**config.mk**
```make
export PLATFORM = sky130hd
export DESIGN_NAME = vending_controller_flat
export DESIGN_NICKNAME = d
export VERILOG_FILES = /design/src/rtl/vending_if.sv /design/src/rtl/vending_controller.sv /design/src/flat_wrapper.sv
export SDC_FILE = /design/constraint.sdc
export NUM_CORES = 1
export LEC_CHECK = 0
export BUFFER_PORTS_ARGS = -buffer_cell sky130_fd_sc_hd__clkbuf_2
export CAP_MARGIN = 15
export CORE_MARGIN = 8
export CORE_UTILIZATION = 60
export DETAILED_ROUTE_END_ITERATION = 8
export PLACE_DENSITY = 0.88
export SETUP_SLACK_MARGIN = 0.02
export SYNTH_ARGS = -nofsm -noshare
export SYNTH_HDL_FRONTEND = slang
export SYNTH_SLANG_ARGS = --single-unit
```
**constraint.sdc**
```tcl
create_clock -name clk -period 6.1 [get_ports clk]
set_input_delay 0 -clock clk [delete_from_list [all_inputs] [get_ports clk]]
set_output_delay 0 -clock clk [all_outputs]
set_load 0.02 [all_outputs]
```
**src/rtl/vending_if.sv**
```systemverilog
// Coin, selection and dispenser signals of the vending controller, grouped as one bundle.
// The master side (machine front panel / dispenser) drives requests; the slave side is the controller.
interface vending_if;
  logic [1:0] x;
  logic [1:0] sel;
  logic       sel_valid;
  logic       cancel;
  logic       restock;
  logic       disp_ack;
  logic       disp_req;
  logic [1:0] disp_item;
  logic       change_pulse;
  logic       coin_reject;
  logic       sel_reject;
  logic       fault;
  logic [5:0] credit;
  logic [3:0] sold_out;
  logic [1:0] state_dbg;

  // disp_req/disp_ack: disp_req rises with disp_item valid and both hold steady until
  // the cycle after disp_ack=1 is sampled (or the timeout fires); ack outside a request is ignored.
  modport master (
    output x, sel, sel_valid, cancel, restock, disp_ack,
    input  disp_req, disp_item, change_pulse, coin_reject, sel_reject, fault,
           credit, sold_out, state_dbg
  );

  modport slave (
    input  x, sel, sel_valid, cancel, restock, disp_ack,
    output disp_req, disp_item, change_pulse, coin_reject, sel_reject, fault,
           credit, sold_out, state_dbg
  );
endinterface

```
**src/rtl/vending_controller.sv**
```systemverilog
// Four-item vending controller: collects 5/10 coins, sells one item per request,
// waits for the dispenser with a timeout and pays change back one 5-unit coin per cycle.
module vending_controller #(
  parameter int PRICE0       = 15,
  parameter int PRICE1       = 20,
  parameter int PRICE2       = 25,
  parameter int PRICE3       = 10,
  parameter int STOCK_INIT   = 3,
  parameter int MAX_CREDIT   = 30,
  parameter int DISP_TIMEOUT = 8
) (
  input logic      clk,
  input logic      rst,
  vending_if.slave bus
);

  typedef enum logic [1:0] {IDLE, COLLECT, DISPENSE, CHANGE} state_t;

  localparam logic [2:0] STOCK_L = 3'(STOCK_INIT);
  localparam logic [6:0] MAX_L   = 7'(MAX_CREDIT);
  localparam logic [7:0] TO_LAST = 8'(DISP_TIMEOUT - 1);

  state_t     state;
  logic [2:0] stock [4];
  logic [7:0] timer;
  logic [5:0] credit;
  logic [1:0] disp_item;
  logic       disp_req;
  logic       change_pulse;
  logic       coin_reject;
  logic       sel_reject;
  logic       fault;
  logic [3:0] sold_out;

  function automatic logic [5:0] price_of(input logic [1:0] idx);
    case (idx)
      2'd0:    price_of = 6'(PRICE0);
      2'd1:    price_of = 6'(PRICE1);
      2'd2:    price_of = 6'(PRICE2);
      default: price_of = 6'(PRICE3);
    endcase
  endfunction

  logic [5:0] coin_val;
  logic       coin_valid;
  logic       coin_fits;
  logic       accepting;
  logic       cancel_ok;
  logic       sel_ok;
  logic       coin_ok;
  logic [5:0] sel_price;
  logic [5:0] cur_price;

  always_comb begin
    coin_val   = 6'd0;
    coin_valid = 1'b0;
    case (bus.x)
      2'b01:   begin coin_val = 6'd5;  coin_valid = 1'b1; end
      2'b10:   begin coin_val = 6'd10; coin_valid = 1'b1; end
      default: ;
    endcase
    sel_price = price_of(bus.sel);
    cur_price = price_of(disp_item);
    coin_fits = ({1'b0, credit} + {1'b0, coin_val}) <= MAX_L;
    accepting = (state == IDLE) || (state == COLLECT);
    cancel_ok = bus.cancel && (state == COLLECT);
    sel_ok    = bus.sel_valid && (stock[bus.sel] != 3'd0) && (credit >= sel_price);
    // Any purchase request or accepted cancel in the same cycle claims priority over the coin.
    coin_ok   = accepting && coin_valid && coin_fits && !cancel_ok && !bus.sel_valid;
  end

  always_ff @(posedge clk) begin
    if (rst) begin
      state        <= IDLE;
      credit       <= 6'd0;
      timer        <= 8'd0;
      disp_item    <= 2'd0;
      disp_req     <= 1'b0;
      change_pulse <= 1'b0;
      coin_reject  <= 1'b0;
      sel_reject   <= 1'b0;
      fault        <= 1'b0;
      sold_out     <= {4{STOCK_L == 3'd0}};
      for (int i = 0; i < 4; i++) stock[i] <= STOCK_L;
    end else begin
      coin_reject  <= (bus.x != 2'b00) && !coin_ok;
      sel_reject   <= 1'b0;
      fault        <= 1'b0;
      change_pulse <= 1'b0;
      case (state)
        IDLE, COLLECT: begin
          if (cancel_ok) begin
            state <= CHANGE;
          end else if (bus.sel_valid) begin
            if (sel_ok) begin
              credit    <= credit - sel_price;
              disp_item <= bus.sel;
              disp_req  <= 1'b1;
              timer     <= 8'd0;
              state     <= DISPENSE;
            end else begin
              sel_reject <= 1'b1;
            end
          end else if (coin_ok) begin
            credit <= credit + coin_val;
            state  <= COLLECT;
          end
          if ((state == IDLE) && bus.restock) begin
            for (int i = 0; i < 4; i++) stock[i] <= STOCK_L;
            sold_out <= {4{STOCK_L == 3'd0}};
          end
        end
        DISPENSE: begin
          if (bus.disp_ack) begin
            disp_req <= 1'b0;
            if (stock[disp_item] != 3'd0) stock[disp_item] <= stock[disp_item] - 3'd1;
            sold_out[disp_item] <= (stock[disp_item] <= 3'd1);
            state <= (credit != 6'd0) ? CHANGE : IDLE;
          end else if (timer == TO_LAST) begin
            // Failed dispense: refund the price into credit and pay it all back.
            disp_req <= 1'b0;
            fault    <= 1'b1;
            credit   <= credit + cur_price;
            state    <= CHANGE;
          end else begin
            timer <= timer + 8'd1;
          end
        end
        default: begin
          if (credit != 6'd0) begin
            change_pulse <= 1'b1;
            credit       <= credit - 6'd5;
          end else begin
            state <= IDLE;
          end
        end
      endcase
    end
  end

  assign bus.disp_req     = disp_req;
  assign bus.disp_item    = disp_item;
  assign bus.change_pulse = change_pulse;
  assign bus.coin_reject  = coin_reject;
  assign bus.sel_reject   = sel_reject;
  assign bus.fault        = fault;
  assign bus.credit       = credit;
  assign bus.sold_out     = sold_out;
  assign bus.state_dbg    = state;

endmodule

```
**src/flat_wrapper.sv**
```systemverilog
// flat-port wrapper written by rule: the top's interface ports become plain ports
module vending_controller_flat 
#(
  parameter int PRICE0       = 15,
  parameter int PRICE1       = 20,
  parameter int PRICE2       = 25,
  parameter int PRICE3       = 10,
  parameter int STOCK_INIT   = 3,
  parameter int MAX_CREDIT   = 30,
  parameter int DISP_TIMEOUT = 8
)
  (clk, rst, bus_x, bus_sel, bus_sel_valid, bus_cancel, bus_restock, bus_disp_ack, bus_disp_req, bus_disp_item, bus_change_pulse, bus_coin_reject, bus_sel_reject, bus_fault, bus_credit, bus_sold_out, bus_state_dbg);
  vending_if bus_i ();
  input logic clk;
  input logic rst;
  input wire logic [$bits(bus_i.x)-1:0] bus_x;
  input wire logic [$bits(bus_i.sel)-1:0] bus_sel;
  input wire logic [$bits(bus_i.sel_valid)-1:0] bus_sel_valid;
  input wire logic [$bits(bus_i.cancel)-1:0] bus_cancel;
  input wire logic [$bits(bus_i.restock)-1:0] bus_restock;
  input wire logic [$bits(bus_i.disp_ack)-1:0] bus_disp_ack;
  output wire logic [$bits(bus_i.disp_req)-1:0] bus_disp_req;
  output wire logic [$bits(bus_i.disp_item)-1:0] bus_disp_item;
  output wire logic [$bits(bus_i.change_pulse)-1:0] bus_change_pulse;
  output wire logic [$bits(bus_i.coin_reject)-1:0] bus_coin_reject;
  output wire logic [$bits(bus_i.sel_reject)-1:0] bus_sel_reject;
  output wire logic [$bits(bus_i.fault)-1:0] bus_fault;
  output wire logic [$bits(bus_i.credit)-1:0] bus_credit;
  output wire logic [$bits(bus_i.sold_out)-1:0] bus_sold_out;
  output wire logic [$bits(bus_i.state_dbg)-1:0] bus_state_dbg;
  assign bus_i.x = bus_x;
  assign bus_i.sel = bus_sel;
  assign bus_i.sel_valid = bus_sel_valid;
  assign bus_i.cancel = bus_cancel;
  assign bus_i.restock = bus_restock;
  assign bus_i.disp_ack = bus_disp_ack;
  assign bus_disp_req = bus_i.disp_req;
  assign bus_disp_item = bus_i.disp_item;
  assign bus_change_pulse = bus_i.change_pulse;
  assign bus_coin_reject = bus_i.coin_reject;
  assign bus_sel_reject = bus_i.sel_reject;
  assign bus_fault = bus_i.fault;
  assign bus_credit = bus_i.credit;
  assign bus_sold_out = bus_i.sold_out;
  assign bus_state_dbg = bus_i.state_dbg;
  vending_controller #(.PRICE0(PRICE0), .PRICE1(PRICE1), .PRICE2(PRICE2), .PRICE3(PRICE3), .STOCK_INIT(STOCK_INIT), .MAX_CREDIT(MAX_CREDIT), .DISP_TIMEOUT(DISP_TIMEOUT)) u_core (.clk(clk), .rst(rst), .bus(bus_i));
endmodule
```
Word-level counts from Yosys, hierarchy flattened
Memory sizes are Yosys's and may differ from the RTL's. A register that Yosys moved wholly into a read port is not among the register bits. Index checks and enable logic that the tools add are counted. Widths: inputs -> output; s select.

Bitwise logic cells: 8. Multiplexer cells: 62. Reductions and logical operators: 35. $lt $le $gt $ge: 5. Add/subtract/negate cells: 7. Equal/unequal tests: 23.

Operators by type and width (count): $mux 6 (7); $mux 8 (5); $pmux 5 s3 (2); $mux 1 (22); $mux 2 (11); $pmux 4 s2 (2); $pmux 8 s2 (1); $mux 3 (5); $pmux 6 s2 (1); $reduce_and 6->1 (2); $logic_and 1x1->1 (10); $ne 2x2->1 const B (5); $ne 3x2->1 const B (3); $reduce_bool 3->1 (3); $add 8x1->8 const B (1); $eq 2x1->1 const B (4); $eq 2x2->1 const B (4); $eq 8x3->1 const B (1); $mux 4 (2); $ne 4x2->1 const B (2); $reduce_and 4->1 (2); $reduce_or 4->1 (2); $add 6x4->7 (1); $le 7x5->1 const B (1); other kinds (26) (41).

Logic and storage cells: 151. Memories: 1. Output and inout port bits: 19. Input port bits: 10. RAM bits: 12. Register bits after elaboration: 27.

Memories: u_core.stock (depth 4, width 3, read ports 2, clocked after memory_dff 1, write ports 4, RTL line vending_controller.sv:24) `logic [2:0] stock [4];`.

Logic depth before layout (Yosys ltp)
Word-level depth: 11. Gate-level depth with buffers: 15. Gate-level depth less buffers: 14.

Least setup slack after synthesis
Ideal clock, no wire load.

Kind: reg2reg. From: register u_core.credit[1], in the netlist u_core.bus.credit[1]. To: register u_core.state[0], in the netlist u_core.bus.state_dbg[0]. Clock period less this slack: 2.462 ns. Cell stages (with the launch flop): 11. Library setup time: 0.072 ns. Required time: 6.028 ns. Path slack: 3.638 ns. Path buffers: 1. Arrival time: 2.390 ns. Path through: dfxtp_1 clkbuf_2 xor2_1 ha_1 a21o_1 a221oi_1 o311ai_0 nor2_1 o21ai_2 a22oi_1 mux2i_1.

Word-level cells in the longest chain between the ends: 7. Elaborated cells on any way between the ends: 15. Classes of those cells: 1 x add/sub; 2 x order compare; 3 x eq/ne; 3 x mux; 6 x reduce/logical.

RTL lines: start: declaration (RTL line vending_controller.sv:26) `logic [5:0] credit;`; start signal: assignment (RTL line vending_controller.sv:96) `credit <= credit - sel_price;`; start signal: assignment (RTL line vending_controller.sv:105) `credit <= credit + coin_val;`; start signal: assignment (RTL line vending_controller.sv:123) `credit <= credit + cur_price;`; $add 6x4->7 (RTL line vending_controller.sv:64) `coin_fits = ({1'b0, credit} + {1'b0, coin_val}) <= MAX_L;`; $le 7x5->1 (RTL line vending_controller.sv:64); $logic_and 1x1->1 (3 in series) (RTL line vending_controller.sv:69) `coin_ok = accepting && coin_valid && coin_fits && !cancel_ok && !bus.sel_valid;`; $ne 4x2->1 (no line); $reduce_and 4->1 (no line); end signal: assignment (RTL line vending_controller.sv:118) `state <= (credit != 6'd0) ? CHANGE : IDLE;`; end: declaration (RTL line vending_controller.sv:23) `state_t state;`.

Several ways; a longest one is shown, not always the timed one. A chain may end at the register's enable or synchronous reset.

Final worst setup path
From: register u_core.state[1], in the netlist u_core.bus.state_dbg[1]. To: register u_core.credit[4], in the netlist u_core.bus.credit[4].

Word-level cells in the longest chain between the ends: 8. Elaborated cells on any way between the ends: 19. Classes of those cells: 7 x eq/ne; 1 x mux; 11 x reduce/logical.

RTL lines: $eq 2x1->1 / $logic_not 2->1 (equally long branches) (RTL line vending_controller.sv:65, vending_controller.sv:66, vending_controller.sv:90); $logic_or 1x1->1 (RTL line vending_controller.sv:65) `accepting = (state == IDLE) || (state == COLLECT);`; $logic_and 1x1->1 (4 in series) (RTL line vending_controller.sv:69); $ne 3x2->1 (no line); $reduce_and 6->1 (no line).

Several ways; a longest one is shown, not always the timed one.

==> parameters.txt <==
Parameter                              Value

Final layout
  Total area of multi-input combinational cells    1996 um2
  Antenna Diode Count    0
  Sequential cell area    940.9 um2
  Filler cell count    440
  Cell area after layout    3391 um2
  Total Nets Final    427
  Final Non-Filler Cells    458
  Area growth from synthesis to layout    8.661%
  Fraction of layout instances using a drive strength above 1    12.63%

STA
  Maximum clock frequency    346.1 MHz
  Fin crit period    2.889 ns
  Headroom to the max-slew limit    58.72%
  Number of endpoints with negative hold slack in the final report    0
  Final worst-path cycle share    47.36%
  Setup repair after global routing missed its margin    no
  Setup TNS    0 ns
  Setup Skew    0.005816 ns
  Final-report max-slew violation count    0
  Slew of the pin with the lowest slew margin    0.6184 ns
  Hold_ws    0.08299 ns
  Total setup violations reported at the end of the flow    0

Routing
  DRC viols    0
  Remaining antenna violation count    0
  Mean routed wirelength per cell    15.37 um
  DRT Pass-1 Iters    4
  Via count    2,725
  Drt via density    5.950
  DRT Wirelength    7040 um
  Starting DRT DRC Count    275

Yosys
  Flip-flop and latch count after synthesis    41
  EDFF count, synth    12
  Part of the Yosys area used for sequential elements    30.15%
  Mapped Cells    369
  Mapped Nets    409
  Leading post-synthesis cells by cell area    dfxtp_1 19%, edfxtp_1 12%, ha_1 11%, nand2_1 5.9%, nor2_1 4.1%
  XOR/XNOR share of the synthesized area    5.573%
  Simple-gate share of the synthesized area    22.45%
  Adder-Cell Fraction of Synth Area    12.51%
  Synth unique cells    63
  Post-synth top area share    18.60%
  Commonest register cell after synthesis    dfxtp_1
  Most frequently used cell type in the post-synthesis netlist    nand2_1
  Warning count from the yosys run    0
  Post-synth ARST share    0%
  Main combinational cell family by area after synthesis    simple AND/OR/NAND/NOR gates
  Post-synthesis mux area share    6.856%
  Mean Syn Cell Area    8.457 um2
  Post-synthesis instance area    3120 um2
  Dominant cell type by area after synthesis    dfxtp_1
  Leading cell types by count after synthesis    49 x nand2_1, 34 x nor2_1, 29 x dfxtp_1
  Share of the synthesized area in compound gates (AO/OA/AOI/OAI)    16.56%

Flow run
  Max-cap check violation count    0

Die
  Rows    26
  Die outline area    7764 um2
  Die height    88.12 um
  Initial standard-cell utilization of the core    61.49%
  Die outline width    88.12 um
  Boundary Pins    29
  Core area    5075 um2

Worst setup path
  CP startpoint    u_core.bus.state_dbg[1]
  Cell breakdown of the critical path    inv_1 -> nor2_1 -> o21ai_0 -> ha_1 -> fa_1 -> a21o_1 -> a21oi_1 -> xnor2_1 -> o211ai_1 -> mux2i_1
  Worst stage delay on the critical path    0.72 ns
  Required time of the critical path    6.33 ns
  Buffers & Inverters on Critical Path    1
  Arrival time reported for the critical path endpoint    3.12 ns
  Path type of the worst setup path    register to register
  Launching point of the worst reg2reg path    u_core.bus.state_dbg[1]
  CP Launch Type    register
  CP endpoint kind    register
  Slack of the worst reg-to-reg path    3.21 ns
  Family with the most delay on the worst path    flip-flops
  Worst-path maximum fanout    20
  Slowest cell on the critical path    dfxtp_1

Global routing
  GRT Resource Usage Total    19.47%
  Largest net degree at the start of global routing    21
  Sum of overflow across all layers after global routing    0
  Global-route wire length before repair    12,050 um
  Initial antenna violation count    0
  Vias in the first global route    2,638

Placement
  # port buffers    28
  HPWL Detailed    5422 um
  # placed instances    449
  Gpl congestion    0.9527
  Standard cell area after detailed placement    3247 um2

Pwr
  LEAKAGE    1.448 nW
  PwrDens    389.9 nW/um2
  Worst IR Drop VDD    226.6 uV
  Power after layout    0.001322 W

CTS
  TritonCTS clock tree    yes
  Root cell of the clock tree    clkbuf_8
  Clock Sink Count    41
  Worst-Skew Late Latency    0.30 ns
  Clock transition at path regs    0.08 ns
  Post-CTS setup buffers    0
  Level count of the clock H-tree    2
  Gates resized, CTS repair    0
  Number of buffers created by CTS    5
  Maximum buffer depth of the clock tree    2

Hold path
  Type of the tightest min-delay check    input pin to register
  Worst min-delay path startpoint    bus_restock

Status
  Result of the run    completed
==> cell usage in the layout (no fill, tap or decap), types with 6 or more instances in the layout <==
cell	Yosys	final
o21ai_0	18	18
nand3_1	21	21
mux2i_1	9	9
nor3_1	10	10
xnor2_1	6	6
nand2b_1	6	6
nand2_1	49	49
nor2_1	34	34
ha_1	28	28
a21oi_1	21	21
dfxtp_1	29	29
xor2_1	12	12
clkbuf_2	1	28
inv_1	20	20
edfxtp_1	12	12
==> worst paths after layout <==
check	depth (start not counted)	endpoint
worst max-delay path	10	u_core.bus.credit[4]
worst min-delay path	4	u_core.bus.sold_out[1]
worst max register to register	10	u_core.bus.credit[4]
worst min register to register	2	u_core.bus.sold_out[0]
==> power by group <==
| group | total, W | leakage (nW) | internal [W] | switching (W) |
|---|---|---|---|---|
| Combinational | 0.000641 | 1.04 | 0.000267 | 0.000374 |
| Clock | 0.000259 | 0.0681 | 0.000163 | 0.0000965 |
| Sequential | 0.000422 | 0.337 | 0.000324 | 0.0000988 |
==> cell families after synthesis <==
| family | after synthesis |
|---|---|
| adder cells (fa/ha/maj) | 30 |
| XOR/XNOR | 19 |
| AO/OA/AOI/OAI | 78 |
| AND/OR/NAND/NOR | 147 |
| multiplexers | 15 |
| flip-flops | 41 |
| buffers and inverters | 39 |
==> state kept, by name (all words and copies together), names as in the netlist, named ones only <==
register,cells
u_core.bus.disp_req,1
u_core.bus.sel_reject,1
u_core.bus.change_pulse,1
u_core.bus.disp_item,2
u_core.bus.coin_reject,1
u_core.bus.credit,6
u_core.stock,12
u_core.bus.sold_out,4
u_core.bus.fault,1
u_core.bus.state_dbg,2
u_core.timer,8
==> worst min-delay path: stages <==
cell	delay, ns
clkbuf_2	0.11
nand2_1	0.06
nand2_1	0.12
a21oi_1	0.05
==> layout make-up <==
class / instances / area share (%)
multi-input combinational: 289 / 58.86
sequential: 41 / 27.75
timing repair buffer: 30 / 4.649
tap: 70 / 2.583
inverter: 20 / 2.214
clock buffer: 5 / 2.030
clock inverter: 3 / 1.919
==> layer usage <==
metal	GRT usage [%]	up-vias	part of all wire, %
met5	0	-	0
met4	7.527	0	1.9
met3	4.690	17	6.5
met2	30.64	86	46
met1	25.00	1275	45
li1	-	1347	-
==> timing repair <==
| action | CTS | global route |
|---|---|---|
| setup endpoints to repair | 0 | 0 |
| endpoints found under the hold margin | 1 | 0 |
| hold buffers | 1 | 0 |
==> metrics by stage <==
| step | worst slack, ns | utilization (%) |
|---|---|---|
| floorplan | 3.638 | - |
| global placement | 3.362 | 63.98 |
| detailed placement | 3.247 | 63.98 |
| CTS | 3.228 | 66.81 |
| global route | 2.906 | 66.81 |
| finish | 3.211 | 66.81 |
Power figures use the tool's default switching activity.
